### config.mk
export PLATFORM = sky130hd
export DESIGN_NAME = instr_fetch_unit
export DESIGN_NICKNAME = d
export VERILOG_FILES = /design/src/rtl/instr_fetch_unit.sv
export SDC_FILE = /design/constraint.sdc
export NUM_CORES = 1
export LEC_CHECK = 0
export BUFFER_PORTS_ARGS = -buffer_cell sky130_fd_sc_hd__buf_2
export CAP_MARGIN = 20
export CORE_UTILIZATION = 45
export CTS_CLUSTER_DIAMETER = 80
export DETAILED_ROUTE_END_ITERATION = 8
export PLACE_DENSITY = 0.84
export SYNTH_ARGS = -nofsm -noshare
export SYNTH_HDL_FRONTEND = slang
export SYNTH_SLANG_ARGS = --single-unit
export TNS_END_PERCENT = 1
### constraint.sdc
create_clock -name clk -period 6.42 [get_ports clk]
set_input_delay 0.321 -clock clk [delete_from_list [all_inputs] [get_ports clk]]
set_output_delay 0.321 -clock clk [all_outputs]
set_load 0.05 [all_outputs]
### src/rtl/instr_fetch_unit.sv
// Instruction fetch unit: four-state fetch loop that reads a 6-byte window,
// presents it to the decoder and advances the PC by the consumed length.
module instr_fetch_unit #(
  parameter int                    ADDR_WIDTH = 32,
  parameter int                    DATA_WIDTH = 48,
  parameter logic [ADDR_WIDTH-1:0] RESET_PC   = '0
) (
  input  logic                  clk,
  input  logic                  reset,
  output logic                  mem_enable,
  output logic [ADDR_WIDTH-1:0] mem_addr,
  input  logic [DATA_WIDTH-1:0] mem_data,
  input  logic                  redirect_valid,
  input  logic [ADDR_WIDTH-1:0] redirect_pc,
  output logic                  out_valid,
  output logic [DATA_WIDTH-1:0] out_window,
  output logic [ADDR_WIDTH-1:0] out_pc,
  input  logic                  out_ready,
  input  logic [2:0]            out_len,
  output logic                  len_error
);

  typedef enum logic [1:0] {
    IDLE  = 2'd0,
    FETCH = 2'd1,
    WAIT  = 2'd2,
    VALID = 2'd3
  } state_t;

  state_t                state, state_nxt;
  logic [ADDR_WIDTH-1:0] pc, pc_nxt;
  logic                  capture;
  logic                  accept;
  logic                  err_set;

  function automatic logic len_legal(input logic [2:0] len);
    return (len == 3'd2) || (len == 3'd4) || (len == 3'd6);
  endfunction

  // Illegal lengths skip the whole window so the decoder can resynchronise.
  function automatic logic [ADDR_WIDTH-1:0] pc_advance(
    input logic [ADDR_WIDTH-1:0] cur,
    input logic [2:0]            len
  );
    logic [ADDR_WIDTH-1:0] step;
    step = len_legal(len) ? ADDR_WIDTH'(len) : ADDR_WIDTH'(3'd6);
    return cur + step;
  endfunction

  assign accept = (state == VALID) && out_ready;

  always_comb begin
    state_nxt = state;
    pc_nxt    = pc;
    capture   = 1'b0;
    err_set   = 1'b0;
    case (state)
      IDLE:  state_nxt = FETCH;
      FETCH: state_nxt = WAIT;
      WAIT: begin
        state_nxt = VALID;
        capture   = 1'b1;
      end
      VALID: begin
        if (accept) begin
          state_nxt = FETCH;
          pc_nxt    = pc_advance(pc, out_len);
          err_set   = !len_legal(out_len);
        end
      end
    endcase
    // A redirect wins over everything, including a same-cycle acceptance;
    // the window is still consumed, so a bad length is still flagged.
    if (redirect_valid) begin
      state_nxt = FETCH;
      pc_nxt    = redirect_pc;
      capture   = 1'b0;
    end
  end

  // State / PC / captured window registers
  always_ff @(posedge clk) begin
    if (reset) begin
      state      <= IDLE;
      pc         <= RESET_PC;
      out_window <= '0;
      out_pc     <= RESET_PC;
      len_error  <= 1'b0;
    end else begin
      state <= state_nxt;
      pc    <= pc_nxt;
      if (capture) begin
        out_window <= mem_data;
        out_pc     <= pc;
      end
      if (err_set) begin
        len_error <= 1'b1;
      end
    end
  end

  // Outputs decoded from registered state only
  assign mem_enable = (state == FETCH);
  assign mem_addr   = pc;
  assign out_valid  = (state == VALID);

endmodule
==> impl_metrics.tcl <==
set metrics [dict create \
    vias 5314 \
    min_period_ns 2.636 \
    core_region_area_um2 10840 \
    busiest_layer "met2" \
    peak_supply_drop_mv 0.2249 \
    worst_clock_skew_ns 0.01087 \
    layout_worst_path_cycle_share_pct 41.06 \
    post-route-util_pct 61.76 \
    num_cts_buffers 17 \
    worst_path_max_delay_cell "or4_1" \
    worst_pin_slew_ns 0.8933 \
    yosys-top-cells-area "dfxtp_1, nand2_1, a21oi_1, clkbuf_1, a311oi_1" \
    nets 918 \
    required_ns 6.84 \
    post_cts_hold_buffer_count 0 \
    post-synth-top-count-cell "nand2_1" \
    mean_routed_wirelength_per_cell_um 14.90 \
    p_leak_uw 0.002785 \
    final_max_slew_viol_count 0 \
    gr-total-overflow 0 \
    globalRouteMet2Util_pct 39.01 \
    powerDensity_nw_per_um2 294.0 \
    ys.flop_type "dfxtp_1" \
    outcome "completed" \
    worst_hold_path_type "in2reg" \
    n_fill_cell 978 \
    clkSlewWorstSetupHoldPaths_ns 0.06 \
    detailedPlacementHpwl_mm 9.617 \
    cts_max_level 4 \
    drt-pass1-iter-count 5 \
    hold_violations 0 \
    cts_resized 0 \
    io_pins 202 \
    numPortBuffers 201 \
    grt_first_pass_wirelength_mm 22.26 \
    final_layout_size_suffix_gt1_share_pct 29.07 \
    synthesis.area_um2 5027 \
    largest_net_degree_at_the_start_of_global_routing 71 \
    gp_congestion 0.8486 \
    synth_enable_flop_cells 0 \
    setup-violations-final 0 \
    drt.antenna.violating_nets 0 \
    remaining_drc_errors 0 \
    fp.dieH_um 107.7 \
    synth.top_cells.by_count "nand2_1, dfxtp_1, a21oi_1" \
    worstSetupPathType "reg2reg" \
    synth_top_area_cell "dfxtp_1" \
    cts-root-to-sink-buffers 2 \
    syn-mean-instance-area_um2 7.758 \
    die-area_um2 11600 \
    first_iter_violations 393 \
    detail_route.wirelength_mm 14.54 \
    die_width_um 107.7 \
    grt_pass1_vias 4528 \
    seq_total_area_yosys_pct 45.79 \
    grt_use_met1_pct 32.01 \
    register_area_um2 2302 \
    fmax_mhz 379.4 \
    placementRows 38 \
    worst-endpoint-arrival_ns 3.05 \
    worst_skew_pair.late_latency_ns 0.51 \
    grt.met3_usage_pct 6.295 \
    timing.max_cap.violations 0 \
    area_growth_pct 33.18 \
    timing.critical_path.from_type "register" \
    timing.critical_path.fanout_max 15 \
    cts_tree "yes" \
    cells_after_synthesis 648 \
    crit_path_cell_trace "ha_1 -> nand2_2 -> or4_1 -> or4b_1 -> a311oi_1" \
    cts.repair_timing.setup_buffer_count 0 \
    grtUsageTotal_pct 24.51 \
    async_reset_ff_share_pct 0 \
    start_util_pct 46.38 \
    critical_path.endpoint_type "register" \
    setup_repair_after_global_routing_missed_its_margin "false" \
    multiInputGateArea_um2 2511 \
    synth-seq-cells 115 \
    post_synth_num_cell_types 51 \
    drt-vias-per-instance 5.445 \
    max-slew-margin-rel_pct 40.09 \
    synthDominantCellAreaShare_pct 45.79 \
    clock-sinks 115 \
    grt_antenna_before_repair 0 \
    synth-warning-count 0 \
    n_antenna_cell 0 \
    cts_root_cell "clkbuf_8" \
    setup_tns_ns 0 \
    syn_nets 743 \
    max_stage_delay_ns 0.76 \
]
==> worst paths after layout <==
kind | startpoint | end | slack [ns] | cells after the start
worst max-delay path | state[0] | mem_addr[24] | 3.78 | 5
worst min-delay path | mem_data[15] | out_window[15] | 0.05 | 3
worst max register to register | state[0] | mem_addr[24] | 3.78 | 5
worst min register to register | out_window[45] | out_window[45] | 0.45 | 2
==> cell type report <==
class / instances / share of cell area (%)
inverters: 9 / 0.5046
repair buffers: 206 / 15.62
clock inverters: 9 / 2.243
flip-flops and latches: 115 / 34.39
multi-input cells: 474 / 37.51
clock buffers: 23 / 7.120
well taps: 140 / 2.616
==> report_power, final <==
group | internal, µW | leakage, µW | switching [µW] | total [µW]
Sequential | 736 | 0.000936 | 30.0 | 766
Clock | 670 | 0.000304 | 324 | 994
Combinational | 62.2 | 0.00155 | 146 | 209
==> logic make-up (layout without fill, tap and decap cells) <==
logic type	after synthesis	in the layout	synth area share, %
AND/OR/NAND/NOR	300	300	26.90
adder cells (fa/ha/maj)	8	8	2.140
AO/OA/AOI/OAI	158	158	19.41
XOR/XNOR	7	7	1.220
other	1	1	0.07459
flip-flops	115	115	45.79
buffers and inverters	59	247	4.455
==> per-layer routing <==
metal / wire length (µm) / up-vias
met4: 162 / 0
li1: - / 2620
met5: 0 / -
met3: 1196 / 19
met1: 6378 / 2435
met2: 6803 / 240
==> placed cells by master (no fill, tap or decap), types with 8 or more instances in the layout <==
| master | instances |
|---|---|
| buf_2 | 200 |
| dfxtp_1 | 115 |
| nor2_1 | 30 |
| nand4_1 | 14 |
| nand3_1 | 12 |
| a21oi_1 | 89 |
| nor3_1 | 8 |
| nand2_1 | 188 |
| o21ai_0 | 11 |
| clkbuf_16 | 16 |
| a311oi_1 | 14 |
| inv_1 | 8 |
| o211ai_1 | 9 |
| or4_1 | 10 |
==> critical path: cells and delay by family, from the launching register on <==
family          cells  cell delay, ns
simple gates        3            1.56
flops               1            0.40
fa+ha+maj           1            0.32
compound gates      1            0.26
==> sequential cells by signal (all words and copies together) (netlist names) <==
| register | cells |
|---|---|
| out_pc | 32 |
| len_error | 1 |
| state | 2 |
| out_window | 48 |
| mem_addr | 32 |
==> through the flow <==
step                area (µm²)  power (µW)  setup slack, ns  cells  hold WS [ns]
finish                    6695        1968            3.784    976       0.04956
global route              6695        2034            3.637    976       0.03570
CTS                       6695        1980            3.804    976       0.02277
detailed placement        6068       987.3            3.693    944        0.4430
global placement          6068       984.5            3.725    944        0.4390
floorplan                 5027       916.4            3.815    648        0.4570
Power figures use the tool's default switching activity.
